==> config.mk <==
export PLATFORM = sky130hd
export DESIGN_NAME = hamming_serial_tx
export DESIGN_NICKNAME = d
export VERILOG_FILES = /design/src/rtl/hamming_serial_tx.sv
export SDC_FILE = /design/constraint.sdc
export NUM_CORES = 1
export LEC_CHECK = 0
export BUFFER_PORTS_ARGS = -buffer_cell sky130_fd_sc_hd__buf_2
export CELL_PAD_IN_SITES_DETAIL_PLACEMENT = 0
export CELL_PAD_IN_SITES_GLOBAL_PLACEMENT = 1
export CORE_ASPECT_RATIO = 1.25
export CORE_MARGIN = 1.5
export CORE_UTILIZATION = 43
export DETAILED_ROUTE_END_ITERATION = 8
export PLACE_DENSITY = 0.81
export RECOVER_POWER = 50
export SETUP_SLACK_MARGIN = 0.2
export SLEW_MARGIN = 20
export SYNTH_ARGS = -nofsm -noshare
export SYNTH_HDL_FRONTEND = slang
export SYNTH_SLANG_ARGS = --single-unit
==> constraint.sdc <==
create_clock -name clk -period 2 [get_ports clk]
set_input_delay 0.4 -clock clk [delete_from_list [all_inputs] [get_ports clk]]
set_output_delay 0.4 -clock clk [all_outputs]
set_load 0.05 [all_outputs]
==> src/rtl/hamming_serial_tx.sv <==
// Serial transmitter for Hamming codewords.
// Sends start bit, N data bits (bit 0 first), stop bit.
module hamming_serial_tx #(
  parameter int N   = 7,
  parameter int DIV = 2
) (
  input  logic         clk,
  input  logic         reset,
  input  logic [0:N-1] word_in,
  input  logic         load,
  output logic         tx,
  output logic         busy,
  output logic         done,
  output logic         overrun
);

  localparam int IW = $clog2(N + 1);
  localparam int DW = $clog2(DIV + 1);

  localparam logic [IW-1:0] ILAST = IW'(N - 1);
  localparam logic [DW-1:0] DLAST = DW'(DIV - 1);

  localparam logic [1:0] IDLE  = 2'd0;
  localparam logic [1:0] START = 2'd1;
  localparam logic [1:0] DATA  = 2'd2;
  localparam logic [1:0] STOP  = 2'd3;

  logic [1:0]    state;
  logic [0:N-1]  shreg;
  logic [IW-1:0] idx;
  logic [DW-1:0] div;
  logic [IW-1:0] nidx;
  logic [DW-1:0] dnext;
  logic          bit_end;

  assign nidx    = idx + 1'b1;
  assign dnext   = div + 1'b1;
  assign bit_end = (div == DLAST);

  // Frame sequencer; tx/busy/done are computed one cycle
  // ahead so every output comes straight from a flop.
  always_ff @(posedge clk or posedge reset) begin
    if (reset) begin
      state <= IDLE;
      shreg <= '0;
      idx   <= '0;
      div   <= '0;
      tx    <= 1'b1;
      busy  <= 1'b0;
      done  <= 1'b0;
    end else begin
      done <= 1'b0;
      case (state)
        IDLE: begin
          if (load) begin
            shreg <= word_in;
            state <= START;
            div   <= '0;
            idx   <= '0;
            tx    <= 1'b0;
            busy  <= 1'b1;
          end
        end
        START: begin
          if (bit_end) begin
            div   <= '0;
            idx   <= '0;
            state <= DATA;
            tx    <= shreg[0];
          end else begin
            div <= dnext;
          end
        end
        DATA: begin
          if (bit_end) begin
            div <= '0;
            if (idx == ILAST) begin
              state <= STOP;
              tx    <= 1'b1;
              // a one-cycle stop bit is also its last cycle
              done  <= (DLAST == '0);
            end else begin
              idx <= nidx;
              tx  <= shreg[nidx];
            end
          end else begin
            div <= dnext;
          end
        end
        default: begin
          if (bit_end) begin
            div   <= '0;
            state <= IDLE;
            tx    <= 1'b1;
            busy  <= 1'b0;
          end else begin
            div  <= dnext;
            done <= (dnext == DLAST);
          end
        end
      endcase
    end
  end

  // Sticky flag for a load that arrived while a frame was running.
  always_ff @(posedge clk or posedge reset) begin
    if (reset) begin
      overrun <= 1'b0;
    end else if (load && busy) begin
      overrun <= 1'b1;
    end
  end

endmodule

==> Word-level counts from Yosys, hierarchy flattened <==
Cells that the tools add are included.
{ "word_totals": {"ff_bits": 18, "in_bits": 10} }
{ "op_classes": {"addsub": 2, "n_lt_le_gt_ge": 1, "n_eq_ne": 10, "mux": 28, "n_bitwise": 2, "n_reduce_logical": 11} }
{ "op_table": {"columns": ["op", "count"], "rows": [
  ["$mux 2", 8],
  ["$mux 3", 4],
  ["$mux 1", 11],
  ["$ne 2x2->1 const B", 5],
  ["$reduce_and 5->1", 2],
  ["$pmux 3 s3", 1],
  ["$eq 2x1->1 const B", 3],
  ["$pmux 2 s3", 1],
  ["$ge 4x4->1 const B", 1],
  ["$not 3->4", 1],
  ["$reduce_and 4->1", 1],
  ["$add 3x1->3 const B", 1],
  ["$bmux 1 s3", 1],
  ["$eq 3x3->1 const B", 1],
  ["$pmux 1 s3", 1],
  ["$reduce_and 3->1", 1],
  ["$reduce_bool 3->1", 1],
  ["$reduce_or 3->1", 1],
  ["$add 2x1->2 const B", 1],
  ["$eq 2x2->1 const B", 1],
  ["$logic_not 2->1", 1],
  ["$pmux 1 s2", 1],
  ["$reduce_and 2->1", 1],
  ["$reduce_bool 2->1", 1],
  ["3 further kinds", 3]
]} }

==> Logic depth before layout (Yosys ltp) <==
Gate-level depths: netlist of run 1.
{ "depth": {"ltp_word": 8, "mapped_depth": 7} }

==> Worst setup path before layout of run 1 <==
Ideal clock, no wire load.
{ "synth_timing": {"kind": "flip-flop to flip-flop", "startpoint": "register state[0]", "endpoint": "register state[1]", "arrival_ps": 1639, "t_required_ps": 1875, "setup_slack_ps": 236, "path_stages_with_launch": 8, "n_path_buf": 0, "period_less_slack_ps": 1764, "path_cell_list": "dfrtp_1 > inv_1 > ha_1 > nor2_1 > nand2_1 > a21oi_1 > a21boi_1 > mux2_2"} }
{ "synth_via": {"elab_chain_cells": 3, "word_cells_on_any_way": 10, "classes_between": "eq/ne: 6; mux: 1; reduce/logical: 3"} }
{ "synth_rtl": {"columns": ["item", "line", "source"], "rows": [
  ["start, declared", "28", "logic [1:0] state;"],
  ["start signal, assigned", "44", "state <= IDLE;"],
  ["start signal, assigned", "57", "state <= START;"],
  ["start signal, assigned", "68", "state <= DATA;"],
  ["$eq 2x2->1 (tied with other cells)", "53", "case (state)"],
  ["$ne 2x2->1 (no line) or $reduce_bool 2->1 (tied branches)", null, null],
  ["$reduce_and 5->1 (no line)", null, null]
]} }
Parallel ways exist; a longest one is shown, timed or not.
A chain may end at the register's enable or synchronous reset.

==> Final worst setup path of run 1 <==
{ "layout_timing": {"startpoint": "register idx[0]", "endpoint": "register tx"} }
{ "layout_via": {"elab_chain_cells": 8, "word_cells_on_any_way": 9, "classes_between": "add/sub: 1; eq/ne: 1; mux: 6; bitwise: 1"} }
{ "layout_rtl": {"columns": ["item", "line", "source"], "rows": [
  ["start, declared", "30", "logic [IW-1:0] idx;"],
  ["start signal, assigned", "83", "idx <= nidx;"],
  ["$add 3x1->3", "36", "assign nidx = idx + 1'b1;"],
  ["$not 3->4 (implied by the code)", "84", "tx <= shreg[nidx];"],
  ["$bmux 1 s3", "84", null],
  ["$mux 1 (implied by the code) (2 in series)", "84", null],
  ["$mux 1 (*)", "77", "if (idx == ILAST) begin"],
  ["$mux 1 (*)", "75", "if (bit_end) begin"],
  ["$pmux 1 s3 (*)", "53", null],
  ["end signal, assigned", "69", "tx <= shreg[0];"],
  ["end signal, assigned", "84", null],
  ["end, declared", "11", "output logic tx,"]
]} }
Every way passes the cells marked *; elsewhere a longest branch is shown, timed or not. The select of a mux whose other input is x is not followed.

==> results of run 1 <==
registers in the layout (all words and copies together) (netlist names):
register	flops
done	1
tx	1
div	2
state	2
idx	3
overrun	1
busy	1
shreg	7
through the flow:
stage / hold slack (ns) / worst slack (ns) / instances / power (W) / utilization
6_report: 0.1655 / 0.2738 / 128 / 0.001867 / 0.5846
2_1_floorplan: 0.3378 / 0.2365 / 82 / 0.001286 / -
3_5_place_dp: 0.4396 / 0.1318 / 116 / 0.001491 / 0.5117
5_1_grt: 0.2424 / 0.1780 / 128 / 0.002022 / 0.5846
3_3_place_gp: 0.4380 / 0.1175 / 116 / 0.001467 / 0.5117
4_1_cts: 0.1974 / 0.2119 / 125 / 0.001799 / 0.5580
cell families after synthesis:
| kind of cell | after synthesis | synth area share |
|---|---|---|
| simple gates | 24 | 0.1425 |
| flops | 18 | 0.4807 |
| compound gates | 17 | 0.1198 |
| mux | 10 | 0.1345 |
| fa+ha+maj | 7 | 0.09320 |
| buf+inv | 5 | 0.01998 |
| xor+xnor | 1 | 0.009323 |
power groups by stage:
| stage | clock network [W] | logic, W | registers (W) |
|---|---|---|---|
| final | 0.000237 | 0.000991 | 0.000639 |
| after floorplan | 0 | 0.000564 | 0.000722 |
| after global routing | 0.000251 | 0.00111 | 0.000660 |
| after CTS | 0.000240 | 0.000930 | 0.000629 |
| after global placement | 0 | 0.000834 | 0.000634 |
| after detailed placement | 0 | 0.000844 | 0.000648 |
layout make-up:
| class | instances | area (um^2) | share of cell area |
|---|---|---|---|
| multi-input cells | 59 | 518.0 | 0.4372 |
| flip-flops and latches | 18 | 454.2 | 0.3833 |
| repair buffers | 22 | 132.6 | 0.1119 |
| clock buffers | 4 | 36.28 | 0.03062 |
| well taps | 20 | 25.02 | 0.02112 |
| inverters | 5 | 18.77 | 0.01584 |
cells in the mapped netlist (2+ instances only):
library cell,number,area share
ha_1,7,0.093
dfrtp_1,17,0.45
nand2b_1,4,0.027
nor2b_1,2,0.013
a21o_1,2,0.016
o21ai_0,6,0.032
inv_1,5,0.020
nand2_1,8,0.032
nor2_1,4,0.016
mux2_2,8,0.096
a21oi_1,2,0.011
layout by cell type, fill, tap and decap left out, drive strengths merged, types with 2 or more instances in the layout:
| master | instances |
|---|---|
| a21o | 2 |
| o21ai | 7 |
| ha | 7 |
| mux2 | 8 |
| a21oi | 2 |
| nor2b | 2 |
| nand2b | 4 |
| buf | 22 |
| dfrtp | 17 |
| nor2 | 4 |
| clkbuf | 4 |
| nor3b | 2 |
| nand2 | 8 |
| inv | 5 |
repair_timing:
item,4_1_cts,5_1_grt
buffers inserted,5,3
endpoints found under the hold margin,0,0
endpoints found under the setup margin,2,2
pin swaps,1,4
resized for setup,5,5
layer usage:
layer / part of all wire / track usage / routed length (um)
met3: 0.034 / 0.03595 / 62
met4: 0.024 / 0.09244 / 44
met5: 0 / 0 / 0
met2: 0.50 / 0.2650 / 911
met1: 0.45 / 0.2415 / 818
worst max path at each step:
stage	start	to	slack, ns	depth (start not counted)
after global placement	idx[0]	tx	0.12	6
after detailed placement	idx[0]	tx	0.13	6
after floorplan	state[0]	state[1]	0.24	7
final	idx[0]	tx	0.27	6
after CTS	idx[0]	tx	0.21	6
after global routing	state[1]	state[0]	0.18	7
==> impl_results.md, run 1 <==
- Final #Nets: around 130
- Fin area: ~1200 um^2
- Least-Margin Pin Slew: between 0.6 and 0.7 ns
- Critical path, cell by cell: ha_4, xor2_4, mux4_1, nand2_1, a21o_1, a31oi_2
- Pwr dens: ~1600 nW/um^2
- Final setup violation count: 0
- Min cycle time layout: 1.726 ns
- Initial core utilization: 0.4636
- Cells after Synth: slightly above 80
- Clk Latency, worst-skew pair: 0.31 ns
- Endpoint class of the critical path: flop
- Fraction of registers with async set/reset: 1.000
- Worst Path Required: around 2.2 ns
- Number of buffers added on ports: 13
- Fin. Hold Viols: 0
- CTS tree: done
- Vias in the first global route: approximately 700
- Crit path kind: reg2reg
- Logic pwr share: 0.531
- Vias: roughly 690
- R2R setup slack: ~0.27 ns
- Rows: 18
- # hold bufs at CTS: 0
- # IOs: 14
- GRT overflow: 0
- Final max-slew violation count: 0
- Final worst path period share: 0.8631
- Outcome: complete, no violations
- Max Cap Viol: 0
- Register area share after synthesis: 0.4807
- Clock power share: 0.127
- Syn_area_per_cell: 11.46 um^2
- CTS Buffer Depth: 2
- Die area: between 2000 and 2500 um^2
- Number of synthesized flops with an enable pin: 0
- Net Sw Frac: 0.4040
- Area Overhead vs Synth: 26.10%
- Pint: 0.001113 W
- Clk sinks: 18
- WP buf/inv: 0
- Syn Nets: 99
- First-pass GRT wire length: roughly 3.2 mm
- Critical Path Slowest Stage Cell: mux4_1
- Crit-path max FO: 5
- Final WL: 1.835 mm
- Setup TNS: 0 ns
- Worst r2r dst: tx
- Filler cell count: about 190
- Dpl hpwl: between 1 and 1.5 mm
- Max VDD drop: a little under 1 mV
- DRC viols: 0
- Chip width: 44.81 um
- Dpl cell area: roughly 1000 um^2
- Hold Crit Class: in2async
- Gr usage total: 0.1785
- DRT iter0 DRCs: 15
- Arrival @ worst endpoint: slightly below 2 ns
- Pin count of the biggest net entering global routing: 19
- Skew final: between 0.003 and 0.004 ns
- Vias per cell: 5.383
- LEAKAGE: between 0.5 and 0.6 nW
- Die Ht: between 50 and 60 um
- Cell area after synthesis: approximately 940 um^2
- Avg WL per Cell: roughly 14 um
- Slew headroom: 0.5513
- Synth cell types: 28
- Synth warn: 0
- CTS Root Cell: clkbuf_4
- H-tree depth: 1
- Share of cells above drive strength 1: 0.4167
- Slowest cell delay on critical path: ~0.55 ns
- Routability congestion estimate: 0.8066
- Antenna fix cells: 0
- Initial antenna violation count: 0
- ANT nets after route: 0
- CTS buffer count: 3
- Max Fclk: about 580 MHz
- Pre-antenna DRT Iters: 4
- Clock Pin Slew Worst Setup and Hold Paths: 0.11 ns
- Reg power frac: 0.342
- Count of state elements after synthesis: 18
- Cell count of the worst reg-to-reg path: 6
- Most used flip-flop cell after synthesis: dfrtp_1
- Core area: between 2000 and 2500 um^2
- Worst path top cell family by delay: multiplexers
- Startpoint Class: flop
- RSZ-0062 raised after global routing: yes
- Switching Power: 0.0007540 W
- Worst R2R Start: idx[0]
(Power assumes the default switching activity.)
==> run 2: changes to the inputs <==
--- a/config.mk
+++ b/config.mk
@@ -10,9 +10,9 @@
 export CELL_PAD_IN_SITES_GLOBAL_PLACEMENT = 1
 export CORE_ASPECT_RATIO = 1.25
 export CORE_MARGIN = 1.5
-export CORE_UTILIZATION = 43
+export CORE_UTILIZATION = 46
 export DETAILED_ROUTE_END_ITERATION = 8
-export PLACE_DENSITY = 0.81
+export PLACE_DENSITY = 0.86
 export RECOVER_POWER = 50
 export SETUP_SLACK_MARGIN = 0.2
 export SLEW_MARGIN = 20
==> constraint.sdc (replaced) <==
create_clock -name clk -period 2.1 [get_ports clk]
set_input_delay 0.42 -clock clk [delete_from_list [all_inputs] [get_ports clk]]
set_output_delay 0.42 -clock clk [all_outputs]
set_load 0.05 [all_outputs]
==> run 2 against run 1 <==
  * Count of clock-buffer cells in the layout is the same
  * Sequential share of layout area grew 2.5 points
  * Combinational power shrank 15%
  * Largest cell class unchanged
  * Routed wire length shrank 5.6%
  * Critical path type unchanged
  * Final cell count shrank 5.5%
  * Largest power group unchanged
==> impl_results.md, run 2 (synthesized netlist as in run 1, its figures left out) <==
- Most frequent cells in the layout: dfrtp_1, buf_2, nand2_1, mux2_2, o21ai_0 (was dfrtp_1, buf_2, buf_4, nand2_1, mux2_2)
- Vias per cell: 5.521 (was 5.383)
- Hold Crit Class: in2async (unchanged)
- Setup TNS: 0 ns (unchanged)
- Switching Power: 0.0006861 W (was 0.0007540 W)
- # IOs: 14 (unchanged)
- Max VDD drop: 0.7506 mV (was 0.9635 mV)
- R2R setup slack: 0.26 ns (was 0.27 ns)
- Most common cell after layout, fill and taps aside: dfrtp_1 (unchanged)
- Max Fclk: 544.1 MHz (was 579.3 MHz)
- Crit path kind: reg2reg (unchanged)
- CTS tree: done (unchanged)
- CTS Root Cell: clkbuf_4 (unchanged)
- Area Overhead vs Synth: 17.98% (was 26.10%)
- Chip width: 43.43 um (was 44.81 um)
- Finished Layout Cells: 121 (was 128)
- Met2 GRT Util: 0.2537 (was 0.2650)
- Startpoint Class: flop (unchanged)
- Skew final: 0.002333 ns (was 0.003038 ns)
- Die area: 2325 um^2 (was 2476 um^2)
- Clock power share: 0.129 (was 0.127)
- Fin. Hold Viols: 0 (unchanged)
- Least-Margin Pin Slew: 0.6701 ns (was 0.6724 ns)
- GRT overflow: 0 (unchanged)
- GR Util met3: 0.03020 (was 0.03595)
- Worst path top cell family by delay: flip-flops (was multiplexers)
- Final WL: 1.733 mm (was 1.835 mm)
- Final max-slew violation count: 0 (unchanged)
- Final worst path period share: 0.8753 (was 0.8631)
- RSZ-0062 raised after global routing: no (was yes)
- Rows: 18 (unchanged)
- Initial antenna violation count: 0 (unchanged)
- Share of cells above drive strength 1: 0.3663 (was 0.4167)
- CTS buffer count: 3 (unchanged)
- Arrival @ worst endpoint: 2.02 ns (was 1.97 ns)
- Filler cell count: 171 (was 189)
- Cell count of the worst reg-to-reg path: 6 (unchanged)
- Outcome: complete, no violations (unchanged)
- CTS Buffer Depth: 2 (unchanged)
- Antenna fix cells: 0 (unchanged)
- WP buf/inv: 1 (was 0)
- Max Cap Viol: 0 (unchanged)
- Worst R2R Start: state[1] (was idx[0])
- Dpl hpwl: 1.203 mm (was 1.288 mm)
- Logic pwr share: 0.508 (was 0.531)
- Final core utilization: 0.5658 (was 0.5846)
- Die Ht: 53.53 um (was 55.27 um)
- Core area: 1959 um^2 (was 2027 um^2)
- Worst r2r dst: state[1] (was tx)
- Dpl cells: 115 (was 116)
- H-tree depth: 1 (unchanged)
- Pwr dens: 1500 nW/um^2 (was 1575 nW/um^2)
- Avg WL per Cell: 14.32 um (was 14.34 um)
- Pre-antenna DRT Iters: 4 (unchanged)
- Final #Nets: 119 (was 126)
- Vias: 668 (was 689)
- Worst Path Required: 2.29 ns (was 2.24 ns)
- Pint: 0.0009766 W (was 0.001113 W)
- Clk sinks: 18 (unchanged)
- Footprint of the multi-input gates: 499.2 um^2 (was 518.0 um^2)
- Vias in the first global route: 622 (was 701)
- Clock Pin Slew Worst Setup and Hold Paths: 0.11 ns (about the same)
- Gr usage total: 0.1586 (was 0.1785)
- FF+latch area: 452.9 um^2 (was 454.2 um^2)
- LEAKAGE: 0.5094 nW (was 0.5530 nW)
- Critical Path Slowest Stage Cell: dfrtp_1 (was mux4_1)
- Routability congestion estimate: 0.8188 (was 0.8066)
- Number of buffers added on ports: 13 (unchanged)
- Max FFs per register: 7 (unchanged)
- Critical path, cell by cell: inv_1, ha_1, nor2b_1, a21oi_2, a21boi_2, mux2_2 (was ha_4, xor2_4, mux4_1, nand2_1, a21o_1, a31oi_2)
- Crit-path max FO: 7 (was 5)
- # hold bufs at CTS: 0 (unchanged)
- Reg power frac: 0.363 (was 0.342)
- Slew headroom: 0.5528 (was 0.5513)
- Pin count of the biggest net entering global routing: 19 (unchanged)
- DRC viols: 0 (unchanged)
- Min cycle time layout: 1.838 ns (was 1.726 ns)
- Largest regs: shreg: 7 flops, idx: 3 flops (unchanged)
- Initial core utilization: 0.4796 (was 0.4636)
- Final setup violation count: 0 (unchanged)
- GR met1 Demand/Resource: 0.2201 (was 0.2415)
- Endpoint class of the critical path: flop (unchanged)
- Busiest grt layer: met2 (unchanged)
- Clk Latency, worst-skew pair: 0.29 ns (was 0.31 ns)
- Net Sw Frac: 0.4126 (was 0.4040)
- Reg with most FFs: shreg (unchanged)
- DRT iter0 DRCs: 7 (was 15)
- Slowest cell delay on critical path: 0.44 ns (was 0.55 ns)
- First-pass GRT wire length: 2.753 mm (was 3.236 mm)
- ANT nets after route: 0 (unchanged)
==> run 2: area by class of cell <==
type	instances	share of cell area
Timing Repair Buffer	15	0.06885
Sequential cell	18	0.4086
Multi-Input combinational cell	59	0.4503
Clock buffer	4	0.03273
Tap cell	20	0.02257
Inverter	5	0.01693
==> run 2: worst reg2reg max path, cell delays in order, from the launching register on <==
cell      delay (ns)
dfrtp_1         0.44
inv_1           0.09
ha_1            0.26
nor2b_1         0.19
a21oi_2         0.18
a21boi_2        0.22
mux2_2          0.35
==> run 2: per-layer routing <==
layer  wire length, um  share of wire
met1               795           0.46
met2               865           0.50
met3                54          0.031
met4                18          0.010
met5                 0              0
==> run 2: power groups by stage <==
stage / clock (W) / sequential (W) / combinational, W
final: 0.000214 / 0.000603 / 0.000845
after global routing: 0.000235 / 0.000623 / 0.000931
after CTS: 0.000220 / 0.000606 / 0.000787
after detailed placement: 0 / 0.000613 / 0.000777
after global placement: 0 / 0.000609 / 0.000770
after floorplan: 0 / 0.000688 / 0.000537
==> run 2: stage by stage <==
step | worst slack, ns | cell area [um^2] | hold slack (ns) | total power, W
finish | 0.2619 | 1109 | 0.2088 | 0.001663
global placement | 0.1798 | 1030 | 0.4371 | 0.001379
detailed placement | 0.1656 | 1030 | 0.4486 | 0.001390
floorplan | 0.3365 | 939.7 | 0.3578 | 0.001225
CTS | 0.2001 | 1070 | 0.2318 | 0.001612
global route | 0.1881 | 1109 | 0.2779 | 0.001789
==> run 2: repair_timing <==
item                                    4_1_cts  5_1_grt
buffers inserted                              0        2
endpoints found under the setup margin        2        2
gates resized for setup                       1        7
cloned                                        0        0
==> run 2: how the worst max path moves through the flow <==
stage | from | end | slack (ns) | cells past startpoint
4_1_cts | idx[0] | tx | 0.20 | 6
5_1_grt | state[1] | state[1] | 0.19 | 6
3_3_place_gp | state[0] | state[1] | 0.18 | 7
2_1_floorplan | state[0] | state[1] | 0.34 | 7
3_5_place_dp | state[0] | state[1] | 0.17 | 7
6_report | state[1] | state[1] | 0.26 | 6
